### src/rtl/ad9648_emu.sv
// Dual-channel AD9648-style ADC emulator: ramp / constant / checkerboard / PN16 test
// patterns in bursts or continuously, with warm-up latency, overrange flags and data_valid.
module ad9648_emu #(
  parameter int bit_width = 14,
  parameter int LATENCY   = 4
) (
  input  logic                 clk,
  input  logic                 rst,
  input  logic                 enable,
  input  logic [1:0]           mode,
  input  logic [bit_width-1:0] const_val,
  input  logic [15:0]          burst_len,
  input  logic                 start,
  output logic                 busy,
  output logic                 done,
  output logic [bit_width-1:0] data_a_bus,
  output logic [bit_width-1:0] data_b_bus,
  output logic                 overrange_a,
  output logic                 overrange_b,
  output logic                 data_valid
);

  typedef enum logic [1:0] {S_IDLE, S_WARMUP, S_RUN, S_DONE} state_t;

  localparam logic [15:0] PN_SEED = 16'hACE1;

  // Alternating word with the MSB set (0x2AAA at 14 bits).
  function automatic logic [bit_width-1:0] chk_word();
    logic [bit_width-1:0] w;
    for (int i = 0; i < bit_width; i++) w[i] = (((bit_width - 1 - i) % 2) == 0);
    return w;
  endfunction

  localparam logic [bit_width-1:0] CHK = chk_word();

  function automatic logic [15:0] pn_next(input logic [15:0] s);
    return {s[0] ^ s[2] ^ s[3] ^ s[5], s[15:1]};
  endfunction

  // The ramp register's LSB doubles as the sample-parity bit for the checkerboard.
  function automatic logic [bit_width-1:0] pattern(input logic [1:0]           m,
                                                   input logic [bit_width-1:0] ramp,
                                                   input logic [bit_width-1:0] cval,
                                                   input logic [15:0]          lfsr);
    case (m)
      2'd0:    return ramp;
      2'd1:    return cval;
      2'd2:    return ramp[0] ? ~CHK : CHK;
      default: return lfsr[bit_width-1:0];
    endcase
  endfunction

  state_t               state_q, state_d;
  logic [15:0]          cnt_q, cnt_d;
  logic [bit_width-1:0] ramp_q, ramp_d;
  logic [15:0]          lfsr_q, lfsr_d;
  logic [1:0]           mode_q, mode_d;
  logic [bit_width-1:0] cval_q, cval_d;
  logic [15:0]          blen_q, blen_d;

  logic                 busy_q, done_q, vld_q, ovr_a_q, ovr_b_q;
  logic [bit_width-1:0] a_q, b_q;

  logic                 busy_d, done_d, run_d;
  logic [bit_width-1:0] samp;

  always_comb begin
    state_d = state_q;
    cnt_d   = cnt_q;
    ramp_d  = ramp_q;
    lfsr_d  = lfsr_q;
    mode_d  = mode_q;
    cval_d  = cval_q;
    blen_d  = blen_q;
    busy_d  = 1'b0;
    done_d  = 1'b0;
    run_d   = 1'b0;
    samp    = pattern(mode_q, ramp_q, cval_q, lfsr_q);

    case (state_q)
      S_IDLE: begin
        if (start && !enable) begin
          mode_d  = mode;
          cval_d  = const_val;
          blen_d  = burst_len;
          cnt_d   = '0;
          ramp_d  = '0;
          lfsr_d  = PN_SEED;
          state_d = (LATENCY == 0) ? S_RUN : S_WARMUP;
        end
      end
      S_WARMUP: begin
        busy_d = 1'b1;
        if (cnt_q == 16'(LATENCY - 1)) begin
          cnt_d   = '0;
          state_d = S_RUN;
        end else begin
          cnt_d = cnt_q + 16'd1;
        end
      end
      S_RUN: begin
        busy_d = 1'b1;
        run_d  = 1'b1;
        ramp_d = ramp_q + bit_width'(1);
        lfsr_d = pn_next(lfsr_q);
        cnt_d  = cnt_q + 16'd1;
        if ((blen_q != 16'd0) && (cnt_q == blen_q - 16'd1)) state_d = S_DONE;
      end
      S_DONE: begin
        done_d  = 1'b1;
        state_d = S_IDLE;
      end
      default: state_d = S_IDLE;
    endcase

    // Power-down overrides everything, including a pending done pulse.
    if (enable) begin
      state_d = S_IDLE;
      busy_d  = 1'b0;
      done_d  = 1'b0;
      run_d   = 1'b0;
    end
  end

  always_ff @(posedge clk) begin
    if (rst) begin
      state_q <= S_IDLE;
      cnt_q   <= '0;
      ramp_q  <= '0;
      lfsr_q  <= PN_SEED;
      busy_q  <= 1'b0;
      done_q  <= 1'b0;
      vld_q   <= 1'b0;
      ovr_a_q <= 1'b0;
      ovr_b_q <= 1'b0;
      a_q     <= '0;
      b_q     <= '0;
    end else begin
      state_q <= state_d;
      cnt_q   <= cnt_d;
      ramp_q  <= ramp_d;
      lfsr_q  <= lfsr_d;
      busy_q  <= busy_d;
      done_q  <= done_d;
      vld_q   <= run_d;
      ovr_a_q <= run_d && (samp == '1);
      ovr_b_q <= run_d && (samp == '0);
      a_q     <= run_d ? samp : '0;
      b_q     <= run_d ? ~samp : '0;
    end
  end

  // Burst configuration is only captured on an accepted start.
  always_ff @(posedge clk) begin
    mode_q <= mode_d;
    cval_q <= cval_d;
    blen_q <= blen_d;
  end

  assign busy        = busy_q;
  assign done        = done_q;
  assign data_valid  = vld_q;
  assign overrange_a = ovr_a_q;
  assign overrange_b = ovr_b_q;
  assign data_a_bus  = a_q;
  assign data_b_bus  = b_q;

endmodule

### config.mk
export PLATFORM = sky130hd
export DESIGN_NAME = ad9648_emu
export DESIGN_NICKNAME = d
export VERILOG_FILES = /design/src/rtl/ad9648_emu.sv
export SDC_FILE = /design/constraint.sdc
export NUM_CORES = 1
export LEC_CHECK = 0
export ABC_AREA = 1
export CORE_MARGIN = 2
export CORE_UTILIZATION = 50
export CTS_BUF_LIST = sky130_fd_sc_hd__clkbuf_8
export CTS_CLUSTER_DIAMETER = 50
export CTS_CLUSTER_SIZE = 40
export DETAILED_ROUTE_END_ITERATION = 10
export GPL_TIMING_DRIVEN = 0
export PLACE_DENSITY = 0.72
export SLEW_MARGIN = 25
export SYNTH_ARGS = -nofsm -noshare
export SYNTH_HDL_FRONTEND = slang
export SYNTH_SLANG_ARGS = --single-unit
export TNS_END_PERCENT = 20
### constraint.sdc
create_clock -name clk -period 2.55 [get_ports clk]
set_input_delay 0.765 -clock clk [delete_from_list [all_inputs] [get_ports clk]]
set_output_delay 0.765 -clock clk [all_outputs]
set_load 0.005 [all_outputs]
# --- Yosys cells after proc, flatten, opt, wreduce, memory -nomap -nowiden ---
# Cells that the tools add are included.
totals:
  reg_bits: 113
  in_bits: 36
  output_inout_bits: 33
  elab_cells: 68
op_classes:
  add_sub_neg: 3
  n_eq_ne: 11
  n_mux: 17
  bitwise: 5
  reduce_logical: 18
op_table:
  columns: ["cell", "n"]
  rows:
  - ["$mux 16", 3]
  - ["$pmux 16 s3", 1]
  - ["$pmux 14 s3", 1]
  - ["$pmux 16 s2", 1]
  - ["$mux 14", 2]
  - ["$pmux 14 s2", 1]
  - ["$add 16x1->16 const B", 1]
  - ["$eq 16x16->1", 1]
  - ["$eq 16x2->1 const B", 1]
  - ["$reduce_bool 16->1", 1]
  - ["$sub 16x1->16 const B", 1]
  - ["$add 14x1->14 const B", 1]
  - ["$eq 14x14->1 const B", 1]
  - ["$logic_not 14->1", 1]
  - ["$not 14->14", 1]
  - ["$pmux 2 s4", 1]
  - ["$eq 2x2->1 const B", 3]
  - ["$mux 2", 3]
  - ["$ne 2x2->1 const B", 3]
  - ["$reduce_and 2->1", 3]
  - ["$reduce_or 2->1", 3]
  - ["$eq 2x1->1 const B", 2]
  - ["$logic_and 1x1->1", 4]
  - ["$logic_not 2->1", 2]
  - ["7 further kinds", 12]

# --- Longest topological paths before layout ---
# Gate-level depths: netlist of the first run.
depth:
  word_depth: 5
  depth_mapped: 18
  mapped_depth_nobuf: 18

# --- Worst setup path after synthesis of the first run ---
# Ideal clock, no wire load.
synth_timing:
  kind: "input to register"
  start: "in enable"
  end: "reg ramp_q[13]"
  setup_ps: 115
  t_arrival_ps: 2241
  required_time_ps: 2435
  slack_ps: 194
  cell_stages: 7
  path_buffers: 0
  path_cell_list: "inv_1 > nand3_1 > inv_1 > a21oi_1 > inv_1 > a21oi_1 > o21a_1"
synth_via:
  elab_chain_len: 4
synth_rtl:
  columns: ["element", "line", "text"]
  rows:
  - ["start: declaration", "9", "input logic enable,"]
  - ["$logic_not 1->1", "82", "if (start && !enable) begin"]
  - ["$logic_and 1x1->1", "82", null]
  - ["$ne 2x2->1 (no line)", null, null]
  - ["$reduce_and 2->1 (no line)", null, null]
  - ["end signal: assignment", "141", "ramp_q <= ramp_d;"]
  - ["end: declaration", "55", "logic [bit_width-1:0] ramp_q, ramp_d;"]
# Every way passes these cells.
# A chain may end at the register's enable or synchronous reset.

# --- Worst setup path in the final report of the first run ---
layout_timing:
  start: "in enable"
  end: "reg cnt_q[6]"
layout_via:
  elab_chain_len: 4
layout_rtl:
  columns: ["element", "line", "text"]
  rows:
  - ["$logic_not 1->1", "82", null]
  - ["$logic_and 1x1->1", "82", null]
  - ["$ne 2x2->1 (no line)", null, null]
  - ["$reduce_and 2->1 (no line)", null, null]
  - ["end signal: assignment", "140", "cnt_q <= cnt_d;"]
  - ["end: declaration", "54", "logic [15:0] cnt_q, cnt_d;"]
# Every way passes these cells.

==> impl_metrics.env, run 1 <==
export IMPL_cp_data_required_time_ns=2.87
export IMPL_synthArstFlopShare_pct=0
export IMPL_path_buf_inv=3
export IMPL_seq_power_share_pct=50.5
export IMPL_synthMuxAreaShare_pct=0
export IMPL_avgSynthCellArea_um2=8.137
export IMPL_synthesis_nets=659
export IMPL_antenna_found_initial=0
export IMPL_synth_xor_area_share_pct=3.606
export IMPL_wl_per_cell_um=13.31
export IMPL_setup_tns_ns=0
export IMPL_hold_path_end="lfsr_q[14]$_SDFFE_PP0P_"
export IMPL_synth_seq_cells=113
export IMPL_grt_pass1_wl_um=18800
export IMPL_path_cells="clkdlybuf4s50_1 > inv_1 > a21boi_1 > nor2_2 > a21oi_1 > inv_2 > a221oi_1"
export IMPL_ios=69
export IMPL_peakVddDrop_uv=353.3
export IMPL_numPlacedInstances=814
export IMPL_maxCapViolCount=0
export IMPL_start_util_pct=51.35
export IMPL_nFillCells=842
export IMPL_diodes=0
export IMPL_fin_area_um2=6222
export IMPL_clock_skew_ns=0.01272
export IMPL_reg2reg_depth=9
export IMPL_use_met1_pct=29.99
export IMPL_drv_slew=0
export IMPL_cts_root_buf="clkbuf_8"
export IMPL_grt_use_met2_pct=33.13
export IMPL_leakagePower_nw=2.457
export IMPL_core_area_um2=9729
export IMPL_synthAdderAreaFrac_pct=2.254
export IMPL_syn_area_um2=4996
export IMPL_yosysTopAreaCellShare_pct=32.46
export IMPL_rsz0062_at_grt="false"
export IMPL_clock_sinks=113
export IMPL_place_area_um2=5833
export IMPL_grt_ovfl_total=0
export IMPL_synth_most_common_cell="nand2_1"
export IMPL_pre_cts_slack_ns=-0.6069
export IMPL_yosys_area_top_type="dfxtp_1"
export IMPL_grt_pass1_vias=3985
export IMPL_cts_tree="built"
export IMPL_die_h_um=104.0
export IMPL_finalCriticalPeriod_ns=2.386
export IMPL_max_stage_delay_ns=0.48
export IMPL_p_clk_share_pct=40.7
export IMPL_htreeDepth=4
export IMPL_combPwrFrac_pct=8.7
export IMPL_crit_family="compound AO/OA/AOI/OAI gates"
export IMPL_worst_pin_slew_ns=0.6597
export IMPL_setup_violations=0
export IMPL_worst_slack_ns=0.1643
export IMPL_yosys_top_cells_count="nand2_1, nor2_1, dfxtp_1, inv_1, nand3_1"
export IMPL_busiest_layer="met2"
export IMPL_clock_latency_ns=0.43
export IMPL_cts_buffers=17
export IMPL_arrival_ns=2.71
export IMPL_timing_rr_start="state_q[0]$_SDFFE_PP0P_"
export IMPL_dr_pass1_iters=5
export IMPL_chipWidth_um=104.0
export IMPL_synth_compound_area_share_pct=8.790
export IMPL_final_hold_violation_count=0
export IMPL_yosys_area_share_simple_pct=26.97
export IMPL_die_area_um2=10810
export IMPL_finalWeightedCongestion=0.9120
export IMPL_synthFlopType="dfxtp_1"
export IMPL_synth_edff_count=32
export IMPL_grtUsageMet3_pct=6.454
export IMPL_ys_top_cells_by_area="dfxtp_1, edfxtp_1, nand2_1, nor2_1, inv_1"
export IMPL_relSlewSlack_pct=55.86
export IMPL_clockBufferDepth=2
export IMPL_io_buffers=67
export IMPL_timing_hold_ws_ns=0.4645
export IMPL_final_net_count=747
export IMPL_area_growth_synth_to_final_pct=24.54
export IMPL_grt_max_degree=34
export IMPL_grtUsageTotal_pct=21.75
export IMPL_drive_gt1_share_pct=7.832
export IMPL_synth_top_family_by_area="simple AND/OR/NAND/NOR gates"
export IMPL_cp_slowest_cell="clkdlybuf4s50_1"
export IMPL_regToRegSetupSlack_ns=0.19
export IMPL_status="completed"
export IMPL_powerDensity_nw_per_um2=610.6
export IMPL_intPower_mw=2.812
export IMPL_drt_iter0_markers=239
export IMPL_stdcell_count=848
export IMPL_period_share_pct=93.56
export IMPL_r2r_end="cnt_q[14]$_SDFFE_PP0P_"
export IMPL_min_from="lfsr_q[15]$_SDFFE_PP1P_"
export IMPL_ys_seq_area_share_pct=51.69
export IMPL_netlist_instances=614
export IMPL_synth_distinct_cells=42
export IMPL_dp_hpwl_um=8416
export IMPL_crit_fanout=9
export IMPL_clk_transition_reported_paths_ns=0.08
export IMPL_rows=36
export IMPL_via_count=4274
export IMPL_p_sw_uw=987.2
export IMPL_wl_um=11280
export IMPL_critPathKind="primary input to flop"
export IMPL_viasPerCell=5.040
export IMPL_worstHoldPathType="flop to flop"
export IMPL_cp_end_kind="flop"
export IMPL_ant_nets=0
export IMPL_final_core_util_pct=63.95
export IMPL_crit_path_start_kind="primary input"
export IMPL_hold_path_depth=2
export IMPL_yosysWarnings=0
export IMPL_fin_total_pwr_mw=3.799
export IMPL_drc=0
export IMPL_max_freq_mhz=419.2
export IMPL_p_sw_share_pct=25.99
## metal layers
metal	up-vias	wire, um
met4	0	137
met3	13	732
met5	-	0
met1	1935	5457
li1	2177	-
met2	149	4956
## state kept, by name, indices dropped and copies added, names as in the netlist
signal / flops
blen_q: 16
cnt_q: 16
lfsr_q: 16
cval_q: 14
data_a_bus: 14
data_b_bus: 14
ramp_q: 14
mode_q: 2
state_q: 2
busy: 1
data_valid: 1
done: 1
overrange_a: 1
overrange_b: 1
## how the worst max path moves through the flow
stage	cells past startpoint	startpoint	endpoint
5_1_grt	9	state_q[0]$_SDFFE_PP0P_	cnt_q[14]$_SDFFE_PP0P_
3_3_place_gp	7	start	ramp_q[13]$_SDFFE_PP0P_
6_report	7	enable	cnt_q[6]$_SDFFE_PP0P_
3_5_place_dp	7	enable	ramp_q[12]$_SDFFE_PP0P_
4_1_cts	7	start	ramp_q[13]$_SDFFE_PP0P_
2_1_floorplan	7	enable	ramp_q[13]$_SDFFE_PP0P_
## cells in the final DEF, fill, tap and decap left out, types with 3 or more instances in the layout
master / n
o21ai_0: 21
dfxtp_1: 81
nand4_1: 10
nor4_1: 3
nor2_1: 89
a21oi_1: 25
nand3_1: 36
clkbuf_1: 6
inv_2: 3
edfxtp_1: 32
nor3_1: 12
nand2_1: 144
o22ai_1: 7
inv_4: 3
inv_1: 72
a211oi_1: 4
ha_1: 9
buf_2: 4
clkdlybuf4s50_1: 67
nor2_2: 3
o21a_1: 7
clkinv_2: 5
clkbuf_8: 18
xnor2_1: 4
nand3b_1: 4
xor2_1: 14
## kinds of logic (layout without fill, tap and decap cells)
family | after synthesis | count (layout)
buf+inv | 87 | 188
xor+xnor | 19 | 19
compound gates | 74 | 74
flops | 113 | 113
fa+ha+maj | 9 | 9
simple gates | 312 | 312
## worst register-to-register path, stage by stage, from the launching register on
cell and delay, ns:
dfxtp_1 0.40, inv_1 0.11, ha_1 0.28, a21boi_1 0.21, nor2_2 0.33, inv_1 0.20, buf_2 0.24, nor2_1 0.26
nand3_1 0.12, a21oi_1 0.13
## power groups by stage
stage	Combinational, mW	Sequential (mW)	Clock, mW
detailed placement	0.319	1.96	0
CTS	0.321	1.92	1.56
floorplan	0.190	1.95	0
global placement	0.310	1.96	0
finish	0.332	1.92	1.55
global route	0.370	1.92	1.65
## what timing repair did
action / in CTS / in global routing
setup endpoints to repair: 6 / 2
hold buffers: 0 / 0
gates resized for setup: 1 / 3
pin swaps: 0 / 1
buffers inserted: 0 / 2
## final cells by class
class / instances / area (um^2) / area share (%)
Tap cell: 133 / 166.4 / 2.674
Clock buffer: 18 / 247.7 / 3.982
Multi-Input combinational cell: 414 / 2088 / 33.56
Timing Repair Buffer: 69 / 685.7 / 11.02
Buffer: 10 / 42.54 / 0.6837
Inverter: 77 / 294.0 / 4.726
Sequential cell: 113 / 2582 / 41.50
Clock inverter: 14 / 115.1 / 1.850
(Power assumes the default switching activity.)
==> inputs of run 2 (changes only) <==
--- a/config.mk
+++ b/config.mk
@@ -6,6 +6,7 @@
 export NUM_CORES = 1
 export LEC_CHECK = 0
 export ABC_AREA = 1
+export CAP_MARGIN = 10
 export CORE_MARGIN = 2
 export CORE_UTILIZATION = 50
 export CTS_BUF_LIST = sky130_fd_sc_hd__clkbuf_8
@@ -14,6 +15,7 @@
 export DETAILED_ROUTE_END_ITERATION = 10
 export GPL_TIMING_DRIVEN = 0
 export PLACE_DENSITY = 0.72
+export SKIP_CTS_REPAIR_TIMING = 1
 export SLEW_MARGIN = 25
 export SYNTH_ARGS = -nofsm -noshare
 export SYNTH_HDL_FRONTEND = slang
==> constraint.sdc (replaced) <==
create_clock -name clk -period 2.4 [get_ports clk]
set_input_delay 0.72 -clock clk [delete_from_list [all_inputs] [get_ports clk]]
set_output_delay 0.72 -clock clk [all_outputs]
set_load 0.005 [all_outputs]
==> run 2 against run 1 <==
Hold slack better by 0.0024 ns. Combinational power rose by 7.8%. Non-clock buffer count unchanged. Routed wire length fell by 0.19%. Largest cell class unchanged.
==> impl_metrics.env, run 2 (synthesized netlist as in run 1, its figures left out) <==
export IMPL_grt_ovfl_total=0
export IMPL_seq_power_share_pct=50.6
export IMPL_worst_pin_slew_ns=0.7840
export IMPL_area_growth_synth_to_final_pct=25.07
export IMPL_die_area_um2=10810
export IMPL_cts_buffers=17
export IMPL_dr_pass1_iters=4
export IMPL_ant_nets=0
export IMPL_regToRegSetupSlack_ns=0.14
export IMPL_p_clk_share_pct=40.5
export IMPL_hold_path_depth=2
export IMPL_hold_path_end="lfsr_q[14]$_SDFFE_PP0P_"
export IMPL_clockBufferDepth=2
export IMPL_reg_largest_list="blen_q x16, cnt_q x16, lfsr_q x16"
export IMPL_grt_max_degree=34
export IMPL_grtUsageMet3_pct=6.454
export IMPL_ios=69
export IMPL_path_cells="clkdlybuf4s50_1 > nand3_1 > inv_2 > a21oi_4 > inv_1 > a21oi_1 > o21a_1"
export IMPL_diodes=0
export IMPL_intPower_mw=2.991
export IMPL_max_stage_delay_ns=0.62
export IMPL_final_core_util_pct=64.22
export IMPL_p_sw_mw=1.043
export IMPL_clock_skew_ns=0.009638
export IMPL_cts_root_buf="clkbuf_8"
export IMPL_powerDensity_nw_per_um2=645.6
export IMPL_combPwrFrac_pct=8.9
export IMPL_drive_gt1_share_pct=8.671
export IMPL_clock_sinks=113
export IMPL_setup_violations=0
export IMPL_busiest_layer="met2"
export IMPL_arrival_ns=2.67
export IMPL_worstHoldPathType="flop to flop"
export IMPL_antenna_found_initial=0
export IMPL_status="completed"
export IMPL_drc=0
export IMPL_use_met1_pct=29.99
export IMPL_reg2reg_depth=8
export IMPL_max_freq_mhz=424.9
export IMPL_drt_iter0_markers=261
export IMPL_grtUsageTotal_pct=21.71
export IMPL_final_hold_violation_count=0
export IMPL_grt_pass1_vias=3984
export IMPL_wl_per_cell_um=13.28
export IMPL_cts_tree="built"
export IMPL_leakagePower_nw=2.457
export IMPL_maxCapViolCount=0
export IMPL_final_net_count=747
export IMPL_via_count=4261
export IMPL_final_common_cell="nand2_1"
export IMPL_crit_family="buffers and inverters"
export IMPL_viasPerCell=5.025
export IMPL_grt_use_met2_pct=32.89
export IMPL_final_cell_mix="nand2_1, nor2_1, dfxtp_1, inv_1, clkdlybuf4s50_1"
export IMPL_rows=36
export IMPL_die_h_um=104.0
export IMPL_regArea_um2=2582
export IMPL_drv_slew=0
export IMPL_cp_end_kind="flop"
export IMPL_crit_path_start_kind="primary input"
export IMPL_nFillCells=846
export IMPL_start_util_pct=51.35
export IMPL_htreeDepth=4
export IMPL_grt_pass1_wl_um=18760
export IMPL_clk_transition_reported_paths_ns=0.07
export IMPL_relSlewSlack_pct=47.66
export IMPL_dp_hpwl_um=8416
export IMPL_p_sw_share_pct=25.85
export IMPL_wl_um=11260
export IMPL_io_buffers=67
export IMPL_timing_rr_start="state_q[1]$_SDFFE_PP0P_"
export IMPL_crit_fanout=33
export IMPL_critPathKind="primary input to flop"
export IMPL_path_buf_inv=3
export IMPL_multi_input_area_um2=2117
export IMPL_cp_slowest_cell="inv_2"
export IMPL_rsz0062_at_grt="true"
export IMPL_period_share_pct=98.06
export IMPL_peakVddDrop_uv=371.6
export IMPL_clock_latency_ns=0.43
export IMPL_finalCriticalPeriod_ns=2.353
export IMPL_chipWidth_um=104.0
export IMPL_min_from="lfsr_q[15]$_SDFFE_PP1P_"
export IMPL_timing_hold_ws_ns=0.4669
export IMPL_core_area_um2=9729
export IMPL_cp_data_required_time_ns=2.72
export IMPL_finalWeightedCongestion=0.9120
export IMPL_r2r_end="ramp_q[13]$_SDFFE_PP0P_"
-- run 2: area by class of cell --
class	count	area share, %
Tap cell	133	2.663
Multi-Input combinational cell	414	33.88
Sequential cell	113	41.33
Clock inverter	14	1.842
Inverter	77	4.666
Timing Repair Buffer	69	10.97
Clock buffer	18	3.965
Buffer	10	0.6808
-- run 2: power groups by stage --
stage	sequential [mW]	combinational (mW)	clock (mW)
6_report	2.04	0.358	1.64
5_1_grt	2.05	0.399	1.76
4_1_cts	2.04	0.341	1.66
3_5_place_dp	2.08	0.339	0
3_3_place_gp	2.08	0.330	0
2_1_floorplan	2.08	0.202	0
-- run 2: layer usage --
metal	routed length, um	part of all wire [%]
met1	5408	48
met2	4969	44
met3	775	6.9
met4	110	0.98
met5	0	0
-- run 2: stage by stage --
step                      std cells  power, mW  worst slack [ns]  setup TNS, ns  area [um^2]
after floorplan                 614      2.278           0.08921              0         4996
after global placement          814      2.411            -1.168         -26.81         5833
after detailed placement        814      2.421           -0.7119         -10.57         5833
after CTS                       846      4.040           -0.2105         -1.109         6196
after global routing            848      4.200           -0.1057        -0.1210         6248
final                           848      4.034           0.04668              0         6248
-- run 2: worst max path at each step --
stage / from / end / slack [ns] / cells after the start
after floorplan: enable / ramp_q[13]$_SDFFE_PP0P_ / 0.09 / 7
after global placement: start / ramp_q[13]$_SDFFE_PP0P_ / -1.17 / 7
after detailed placement: enable / ramp_q[12]$_SDFFE_PP0P_ / -0.71 / 7
after CTS: enable / ramp_q[13]$_SDFFE_PP0P_ / -0.21 / 8
after global routing: enable / ramp_q[13]$_SDFFE_PP0P_ / -0.11 / 8
final: start / ramp_q[13]$_SDFFE_PP0P_ / 0.05 / 7
-- run 2: worst min-delay path, stage by stage, from the launching register on --
cell and delay [ns]:
dfxtp_1 0.31, nand2_1 0.06, a21oi_1 0.06
==> inputs of run 3 (changes only) <==
--- a/config.mk
+++ b/config.mk
@@ -16,7 +16,6 @@
 export GPL_TIMING_DRIVEN = 0
 export PLACE_DENSITY = 0.72
 export SKIP_CTS_REPAIR_TIMING = 1
-export SLEW_MARGIN = 25
 export SYNTH_ARGS = -nofsm -noshare
 export SYNTH_HDL_FRONTEND = slang
 export SYNTH_SLANG_ARGS = --single-unit
==> run 3 against run 2 <==
Setup slack better by 0.0079 ns. Clock skew is 0.00084 ns higher. Register-to-register slack worse by 0.09 ns. Clock-buffer cell count is 1 higher. Global-route usage is 0.066 points higher. Final cell count is 0.47% higher. Maximum frequency is 0.34% higher. Utilization is 0.75 points higher. Total power is 3.6% higher. Combinational power is 3% higher. Critical path type is now flop to flop. Critical endpoint is now cnt_q[12]$_SDFFE_PP0P_. Largest cell class unchanged. Highest routed layer unchanged.
==> impl_metrics.env, run 3 (synthesized netlist as in run 1, its figures left out) <==
export IMPL_clk_transition_reported_paths_ns=0.07
export IMPL_rsz0062_at_grt="true"
export IMPL_maxCapViolCount=0
export IMPL_final_cell_mix="nand2_1, nor2_1, dfxtp_1, inv_1, clkdlybuf4s50_1"
export IMPL_clock_latency_ns=0.44
export IMPL_grtUsageTotal_pct=21.77
export IMPL_start_util_pct=51.35
export IMPL_drv_slew=0
export IMPL_diodes=0
export IMPL_max_freq_mhz=426.4
export IMPL_drive_gt1_share_pct=8.484
export IMPL_worst_pin_slew_ns=0.6423
export IMPL_via_count=4352
export IMPL_ios=69
export IMPL_die_area_um2=10810
export IMPL_wl_per_cell_um=13.24
export IMPL_htreeDepth=4
export IMPL_regToRegSetupSlack_ns=0.05
export IMPL_clockBufferDepth=2
export IMPL_die_h_um=104.0
export IMPL_rows=36
export IMPL_peakVddDrop_uv=325.6
export IMPL_antenna_found_initial=0
export IMPL_max_stage_delay_ns=0.39
export IMPL_cp_end_kind="flop"
export IMPL_dp_hpwl_um=8372
export IMPL_nFillCells=819
export IMPL_place_area_um2=5861
export IMPL_ant_nets=0
export IMPL_finalWeightedCongestion=0.9120
export IMPL_cp_slowest_cell="dfxtp_1"
export IMPL_drc=0
export IMPL_cts_tree="built"
export IMPL_grt_pass1_vias=4006
export IMPL_grt_pass1_wl_um=18660
export IMPL_status="completed"
export IMPL_drt_iter0_markers=231
export IMPL_path_cells="inv_1 > ha_1 > a21boi_1 > nor2_2 > inv_1 > buf_2 > nor3_1 > o21ai_0 > a21oi_1"
export IMPL_cts_buffers=17
export IMPL_setup_tns_ns=0
export IMPL_cts_root_buf="clkbuf_8"
export IMPL_powerDensity_nw_per_um2=661.4
export IMPL_cp_data_required_time_ns=2.77
export IMPL_final_hold_violation_count=0
export IMPL_final_net_count=751
export IMPL_io_buffers=67
export IMPL_leakagePower_nw=2.495
export IMPL_reg_largest_list="blen_q x16, cnt_q x16, lfsr_q x16"
export IMPL_worst_slack_ns=0.05456
export IMPL_arrival_ns=2.72
export IMPL_core_area_um2=9729
export IMPL_clock_skew_ns=0.01047
export IMPL_pre_cts_slack_ns=-0.9036
export IMPL_period_share_pct=97.73
export IMPL_crit_top_cell="inv_1"
export IMPL_dr_pass1_iters=5
export IMPL_setup_violations=0
export IMPL_finalCriticalPeriod_ns=2.345
export IMPL_fin_area_um2=6321
export IMPL_wl_um=11280
export IMPL_worstHoldPathType="flop to flop"
export IMPL_critPathKind="flop to flop"
export IMPL_final_common_cell="nand2_1"
export IMPL_chipWidth_um=104.0
export IMPL_area_growth_synth_to_final_pct=26.52
export IMPL_crit_fanout=10
export IMPL_viasPerCell=5.108
export IMPL_crit_path_start_kind="flop"
export IMPL_grt_ovfl_total=0
export IMPL_relSlewSlack_pct=57.02
export IMPL_grt_max_degree=18
export IMPL_clock_sinks=113
==> run 3: cell count changes in the layout (fill, tap and decap cells not counted), moves of 2 or more <==
cell	previous run	this run
inv_2	5	3
clkinv_2	5	3
clkinv_4	2	4
ha_1	6	8
ha_2	3	1
buf_4	2	5
==> run 3: area by class of cell <==
class                           instances  area [um^2]  share of cell area [%]
Sequential cell                       113         2582                   40.86
Multi-Input combinational cell        414         2101                   33.23
Timing Repair Buffer                   73        735.7                   11.64
Inverter                               77        295.3                   4.671
Clock buffer                           19        261.5                   4.137
Tap cell                              133        166.4                   2.633
Clock inverter                         13        136.4                   2.158
Buffer                                 10        42.54                  0.6730
==> run 3: metal layers <==
metal	track usage, %	wire length (um)	vias to the layer above
met3	6.955	928	25
met5	0	0	-
met1	29.21	5178	1962
li1	-	-	2188
met4	9.266	256	0
met2	32.42	4913	177
==> run 3: metrics by stage <==
step | std cells | power [mW] | hold slack [ns] | utilization, %
finish | 852 | 4.181 | 0.4648 | 64.97
floorplan | 614 | 2.278 | 0.4418 | -
detailed placement | 815 | 2.428 | 0.4595 | 60.24
global placement | 814 | 2.411 | 0.4513 | 59.95
global route | 852 | 4.342 | 0.5025 | 64.97
CTS | 847 | 4.200 | 0.4639 | 64.33
==> run 3: path summary, 6_finish.rpt <==
path / start / to / depth (start not counted)
setup / recovery: state_q[0]$_SDFFE_PP0P_ / cnt_q[12]$_SDFFE_PP0P_ / 9
hold / removal: lfsr_q[15]$_SDFFE_PP1P_ / lfsr_q[14]$_SDFFE_PP0P_ / 2
setup reg to reg: state_q[0]$_SDFFE_PP0P_ / cnt_q[12]$_SDFFE_PP0P_ / 9
hold reg to reg: lfsr_q[15]$_SDFFE_PP1P_ / lfsr_q[14]$_SDFFE_PP0P_ / 2
==> run 3: power by group <==
| part | switching, mW | internal (mW) |
|---|---|---|
| Clock | 0.798 | 0.975 |
| Combinational | 0.219 | 0.149 |
| Sequential | 0.0275 | 2.01 |
==> run 3: critical path, delay by kind of cell, from the launching register on <==
family	cells	cell delay [ns]
simple gates	2	0.59
buf+inv	3	0.54
compound gates	3	0.45
flops	1	0.39
fa+ha+maj	1	0.29
